File: src/rtl/uart_rx_cfg.sv
// uart_rx_cfg - parametrised UART receiver.
//
// 16x oversampled receiver with 2-of-3 majority sampling at ticks 7/8/9 of
// every bit, configurable data width, parity and stop bits, and an output
// FIFO with a valid/ready handshake so downstream logic may stall.
//
// Ports:
//   clk         system clock, rising edge
//   reset       asynchronous, active-high
//   rx          serial line (asynchronous, idle high)
//   rx_data     FIFO head word, LSB = first data bit received
//   rx_valid    FIFO not empty
//   rx_ready    consumer takes the head when rx_valid && rx_ready
//   fifo_count  number of words held
//   frame_err   one-cycle pulse: a stop bit was sampled 0
//   parity_err  one-cycle pulse: parity mismatch
//   overrun     one-cycle pulse: frame completed with FIFO full, word dropped
module uart_rx_cfg #(
    parameter int CLK_HZ     = 100_000_000,
    parameter int BPS        = 9600,
    parameter int DATA_BITS  = 8,
    parameter int PARITY     = 0,
    parameter int STOP_BITS  = 1,
    parameter int FIFO_DEPTH = 4
) (
    input  logic                              clk,
    input  logic                              reset,
    input  logic                              rx,
    output logic [DATA_BITS-1:0]              rx_data,
    output logic                              rx_valid,
    input  logic                              rx_ready,
    output logic [$clog2(FIFO_DEPTH+1)-1:0]   fifo_count,
    output logic                              frame_err,
    output logic                              parity_err,
    output logic                              overrun
);

    localparam int DIV = CLK_HZ / (BPS * 16);
    localparam int CW  = (DIV > 1) ? $clog2(DIV) : 1;
    localparam int BW  = $clog2(DATA_BITS);
    localparam int AW  = $clog2(FIFO_DEPTH);
    localparam int NW  = $clog2(FIFO_DEPTH + 1);

    localparam logic [2:0] ST_IDLE  = 3'd0;
    localparam logic [2:0] ST_START = 3'd1;
    localparam logic [2:0] ST_DATA  = 3'd2;
    localparam logic [2:0] ST_PAR   = 3'd3;
    localparam logic [2:0] ST_STOP  = 3'd4;

    // 2-of-3 majority vote
    function automatic logic vote3(input logic a, input logic b, input logic c);
        return (a & b) | (a & c) | (b & c);
    endfunction

    // Expected parity bit: even parity is the XOR of the data, odd its inverse
    function automatic logic parity_bit(input logic [DATA_BITS-1:0] d, input logic odd);
        return (^d) ^ odd;
    endfunction

    logic                 rx_meta_r, rx_sync_r;
    logic [2:0]           state_r;
    logic [CW-1:0]        baud_r;
    logic [3:0]           tick_cnt_r;
    logic [2:0]           samp_r;
    logic [BW-1:0]        bit_idx_r;
    logic                 stop_idx_r;
    logic [DATA_BITS-1:0] shift_r;
    logic                 par_pend_r, frm_pend_r;
    logic [DATA_BITS-1:0] mem_r [FIFO_DEPTH];
    logic [AW-1:0]        wr_ptr_r, rd_ptr_r;
    logic [NW-1:0]        count_r;

    logic                 tick_s, vote_s, done_s, pop_s, full_s, push_s, drop_s;
    logic [NW-1:0]        count_next_s;

    assign rx_data    = mem_r[rd_ptr_r];
    assign fifo_count = count_r;

    // Two-flop synchronizer for the asynchronous serial line
    always_ff @(posedge clk or posedge reset) begin
        if (reset) begin
            rx_meta_r <= 1'b1;
            rx_sync_r <= 1'b1;
        end else begin
            rx_meta_r <= rx;
            rx_sync_r <= rx_meta_r;
        end
    end

    // Tick, bit vote, frame completion and FIFO push/pop decisions
    always_comb begin
        tick_s       = 1'b0;
        vote_s       = 1'b0;
        done_s       = 1'b0;
        count_next_s = count_r;
        if ((state_r != ST_IDLE) && (baud_r == CW'(DIV - 1))) begin
            tick_s = 1'b1;
        end else begin
            tick_s = 1'b0;
        end
        // At tick 9 the third sample is still on the line, not yet stored
        if (tick_cnt_r == 4'd9) begin
            vote_s = vote3(samp_r[0], samp_r[1], rx_sync_r);
        end else begin
            vote_s = vote3(samp_r[0], samp_r[1], samp_r[2]);
        end
        if (tick_s && (state_r == ST_STOP) && (tick_cnt_r == 4'd9) &&
            (stop_idx_r == 1'(STOP_BITS - 1))) begin
            done_s = 1'b1;
        end else begin
            done_s = 1'b0;
        end
        pop_s  = (count_r != {NW{1'b0}}) && rx_ready;
        full_s = (count_r == NW'(FIFO_DEPTH));
        push_s = done_s && (!full_s || pop_s);
        drop_s = done_s && full_s && !pop_s;
        case ({push_s, pop_s})
            2'b10:   count_next_s = count_r + NW'(1);
            2'b01:   count_next_s = count_r - NW'(1);
            default: count_next_s = count_r;
        endcase
    end

    // Baud divider and per-bit tick counter, both parked at zero while idle
    always_ff @(posedge clk or posedge reset) begin
        if (reset) begin
            baud_r     <= {CW{1'b0}};
            tick_cnt_r <= 4'd0;
        end else if (state_r == ST_IDLE) begin
            baud_r     <= {CW{1'b0}};
            tick_cnt_r <= 4'd0;
        end else if (baud_r == CW'(DIV - 1)) begin
            baud_r     <= {CW{1'b0}};
            tick_cnt_r <= tick_cnt_r + 4'd1;
        end else begin
            baud_r     <= baud_r + CW'(1);
        end
    end

    // Capture the three mid-bit samples
    always_ff @(posedge clk or posedge reset) begin
        if (reset) begin
            samp_r <= 3'b111;
        end else if (tick_s) begin
            case (tick_cnt_r)
                4'd7:    samp_r[0] <= rx_sync_r;
                4'd8:    samp_r[1] <= rx_sync_r;
                4'd9:    samp_r[2] <= rx_sync_r;
                default: samp_r    <= samp_r;
            endcase
        end
    end

    // Frame state machine
    always_ff @(posedge clk or posedge reset) begin
        if (reset) begin
            state_r    <= ST_IDLE;
            bit_idx_r  <= {BW{1'b0}};
            stop_idx_r <= 1'b0;
            shift_r    <= {DATA_BITS{1'b0}};
            par_pend_r <= 1'b0;
            frm_pend_r <= 1'b0;
        end else begin
            case (state_r)
                ST_IDLE: begin
                    if (!rx_sync_r) begin
                        state_r    <= ST_START;
                        par_pend_r <= 1'b0;
                        frm_pend_r <= 1'b0;
                    end
                end
                ST_START: begin
                    if (tick_s && (tick_cnt_r == 4'd9) && vote_s) begin
                        state_r <= ST_IDLE;
                    end else if (tick_s && (tick_cnt_r == 4'd15)) begin
                        state_r   <= ST_DATA;
                        bit_idx_r <= {BW{1'b0}};
                    end
                end
                ST_DATA: begin
                    if (tick_s && (tick_cnt_r == 4'd15)) begin
                        shift_r[bit_idx_r] <= vote_s;
                        if (bit_idx_r == BW'(DATA_BITS - 1)) begin
                            state_r    <= (PARITY != 0) ? ST_PAR : ST_STOP;
                            stop_idx_r <= 1'b0;
                        end else begin
                            bit_idx_r <= bit_idx_r + BW'(1);
                        end
                    end
                end
                ST_PAR: begin
                    if (tick_s && (tick_cnt_r == 4'd15)) begin
                        par_pend_r <= (vote_s != parity_bit(shift_r, (PARITY == 2)));
                        state_r    <= ST_STOP;
                        stop_idx_r <= 1'b0;
                    end
                end
                ST_STOP: begin
                    // Return to idle at the last stop decision, half a bit early
                    if (tick_s && (tick_cnt_r == 4'd9)) begin
                        if (!vote_s) begin
                            frm_pend_r <= 1'b1;
                        end
                        if (done_s) begin
                            state_r <= ST_IDLE;
                        end
                    end else if (tick_s && (tick_cnt_r == 4'd15)) begin
                        stop_idx_r <= 1'b1;
                    end
                end
                default: state_r <= ST_IDLE;
            endcase
        end
    end

    // Output FIFO plus registered status and error pulses
    always_ff @(posedge clk or posedge reset) begin
        if (reset) begin
            for (int i = 0; i < FIFO_DEPTH; i++) begin
                mem_r[i] <= {DATA_BITS{1'b0}};
            end
            wr_ptr_r   <= {AW{1'b0}};
            rd_ptr_r   <= {AW{1'b0}};
            count_r    <= {NW{1'b0}};
            rx_valid   <= 1'b0;
            frame_err  <= 1'b0;
            parity_err <= 1'b0;
            overrun    <= 1'b0;
        end else begin
            if (push_s) begin
                mem_r[wr_ptr_r] <= shift_r;
                wr_ptr_r        <= wr_ptr_r + AW'(1);
            end
            if (pop_s) begin
                rd_ptr_r <= rd_ptr_r + AW'(1);
            end
            count_r    <= count_next_s;
            rx_valid   <= (count_next_s != {NW{1'b0}});
            frame_err  <= done_s && (frm_pend_r || !vote_s);
            parity_err <= done_s && par_pend_r;
            overrun    <= drop_s;
        end
    end

endmodule

File: config.mk
export PLATFORM = sky130hd
export DESIGN_NAME = uart_rx_cfg
export DESIGN_NICKNAME = d
export VERILOG_FILES = /design/src/rtl/uart_rx_cfg.sv
export SDC_FILE = /design/constraint.sdc
export NUM_CORES = 1
export LEC_CHECK = 0
export BUFFER_PORTS_ARGS = -buffer_cell sky130_fd_sc_hd__buf_2
export CAP_MARGIN = 20
export CORE_MARGIN = 2
export CORE_UTILIZATION = 55
export CTS_CLUSTER_DIAMETER = 120
export DETAILED_ROUTE_END_ITERATION = 10
export GPL_TIMING_DRIVEN = 0
export PLACE_DENSITY = 0.87
export SKIP_CTS_REPAIR_TIMING = 1
export SLEW_MARGIN = 20
export SYNTH_ARGS = -nofsm -noshare
export SYNTH_HDL_FRONTEND = slang
export SYNTH_SLANG_ARGS = --single-unit
File: constraint.sdc
create_clock -name clk -period 3.15 [get_ports clk]
set_input_delay 0.1575 -clock clk [delete_from_list [all_inputs] [get_ports clk]]
set_output_delay 0.1575 -clock clk [all_outputs]
set_load 0.1 [all_outputs]
==> impl_metrics.yaml <==
cells_and_area:
  fin_area_mm2: 0.00446
  final_cell_count_no_fill: 473
  seq_area_mm2: 0.00199
  diodes: 0
  most-common-layout-cells: "dfrtp_1 (72), mux2_2 (45), nor2_1 (26)"
  drive_gt1_share_pct: 30.5
  multi_input_area_mm2: 0.00192
  area_growth_syn_to_layout_pct: 12.3
  final_util_pct: 64.6
  layout.nets: 389
  fillCellCount: 563
  final_common_cell: "dfrtp_1"
die:
  ioPinCount: 19
  initial_utilization_pct: 57.6
  rows: 30
  die_x_um: 89.0
  core_mm2: 0.00691
  fp.dieH_um: 89.0
  dieArea_mm2: 0.00792
yosys:
  netlist_instances: 336
  synthArstFlopShare_pct: 100
  synth_enable_flop_cells: 0
  avgSynthCellArea_um2: 11.8
  synth_top_flop_cell: "dfrtp_1"
  synth_cell_types: 54
  synth_warnings: 0
  syn_area_mm2: 0.00398
  syn-num-nets: 352
  seq_area_frac_synth_pct: 49.9
  synth_seq_cells: 79
route:
  drt-total-wl_um: 7600
  via_per_inst: 5.77
  drtIter0Drc: 299
  firstDrtPassIters: 5
  wire_per_inst_um: 16.1
  drc_errors: 0
  vias: 2728
  drtAntennaViolNets: 0
timing:
  fin_tns_setup_ns: 0
  slew_violations: 0
  fin_crit_ns: 3.11
  worstMarginPinSlew_ns: 0.787
  relSlewSlack_pct: 46.8
  clock_skew_ns: 0.00909
  fmax_ghz: 0.322
  period_share_pct: 98.6
  hold_viol: 0
  setup_viol: 0
worst_setup_path:
  crit_arrival_ns: 3.38
  end_kind: "flop"
  start_kind: "flop"
  worstPathRequired_ns: 3.42
  r2r_slack_ns: 0.04
  path_class: "flop to flop"
  cp_max_fo: 6
grt:
  grtUsageTotal_pct: 20.8
  antenna_found_initial: 0
  grt_max_degree: 45
  grt-ovfl-total: 0
  grt_pass1_vias: 2687
  grt_pass1_wl_um: 12500
placed_design:
  dp_hpwl_um: 5130
  numPortBuffers: 18
  place_inst: 451
  place_area_mm2: 0.00421
  gp_congestion: 0.915
clock_tree:
  cts_tree: "done"
  clockBufferDepth: 2
  htree_levels: 3
  clk_latency_ns: 0.35
  cts_root_buffer: "clkbuf_8"
  numCtsBuffers: 9
  clock_sink_count: 79
  clkTransAtPathRegs_ns: 0.08
worst_hold_path:
  worstHoldPathType: "input port to flop"
power_and_ir_drop:
  powerDensity_mw_per_mm2: 524
  p_leak_uw: 0.00202
  max-vdd-ir-drop_uv: 365
run_status:
  outcome: "finished clean"
job:
  maxCapViolCount: 0
metal layers:
metal	vias up	wire length (um)	global-route usage, %
li1	1278	-	-
met4	0	78	4.48
met2	71	4030	37.7
met5	-	0	0
met3	15	325	6.09
met1	1364	3170	24.5
power by group:
group | internal, uW | switching [uW] | total, uW
combinational | 193 | 413 | 606
clock | 283 | 366 | 649
sequential | 1050 | 30.1 | 1080
cell families after synthesis:
| logic type | share of synthesized area [%] |
|---|---|
| muxes | 17.8 |
| xor gates and xnor gates | 4.85 |
| buffers and inverters | 2.64 |
| and+or+nand+nor | 13.8 |
| AOI/OAI and AO/OA | 6.74 |
| adders and majority gates | 4.22 |
| DFF | 49.9 |
critical path: stages (launching register included):
cell      delay (ns)
dfrtp_1         0.42
inv_1           0.09
ha_1            0.14
nand3b_1        0.17
or3_4           0.46
nor3_4          0.28
nor2_1          0.11
fa_2            0.46
o31a_1          0.31
o21a_1          0.11
o311a_1         0.33
a21oi_1         0.14
synth_stat cells (all sizes together) (3+ instances only):
cell	count	area [um^2]
inv	12	45.0
mux4	8	180
dfrtp	74	1850
o21ai	12	60.1
clkbuf	13	48.8
ha	11	138
a21oi	6	30.0
mux2	47	529
xnor2	17	149
nor3	11	66.3
and2	3	20.0
or3	4	25.0
nand2	18	77.6
nand3	7	35.0
dfstp	5	131
buf	3	11.3
and3	5	31.3
xor2	5	43.8
nand3b	4	30.0
nor2	26	97.6
nor4	3	18.8
registers in the layout (all words and copies together) (netlist names), 3 cells and up:
signal and cells:
baud_r 10, samp_r 3, state_r 3, bit_idx_r 3
shift_r 8, fifo_count 3, tick_cnt_r 4, mem_r 32
final timing paths:
path | depth (start not counted) | start | end
max | 11 | tick_cnt_r[1] | rx_valid
min reg2reg | 0 | rx_meta_r | rx_sync_r
max in group asynchronous | 4 | reset | samp_r[2]
min | 4 | rx_ready | overrun
min in group asynchronous | 3 | reset | mem_r[28]
max reg2reg | 11 | tick_cnt_r[1] | rx_valid
stage by stage:
| step | total power [uW] | setup slack (ns) | hold slack [ns] |
|---|---|---|---|
| after floorplan | 1560 | 0.00712 | 0.162 |
| after global placement | 1650 | -0.468 | 0.263 |
| after detailed placement | 1670 | -0.478 | 0.214 |
| after CTS | 2310 | -0.507 | -0.168 |
| after global routing | 2440 | -0.0545 | 0.350 |
| final | 2340 | 0.0448 | 0.349 |
area by class of cell:
type                    count  area share, %
clock inverters             5          0.785
inverters                  12           1.07
flip-flops and latches     79           44.5
multi-input cells         229           42.9
plain buffers              15           1.26
clock buffers              10           2.86
well taps                  96           2.69
repair buffers             27           3.92
No activity file was read; power rests on OpenSTA's default activity.
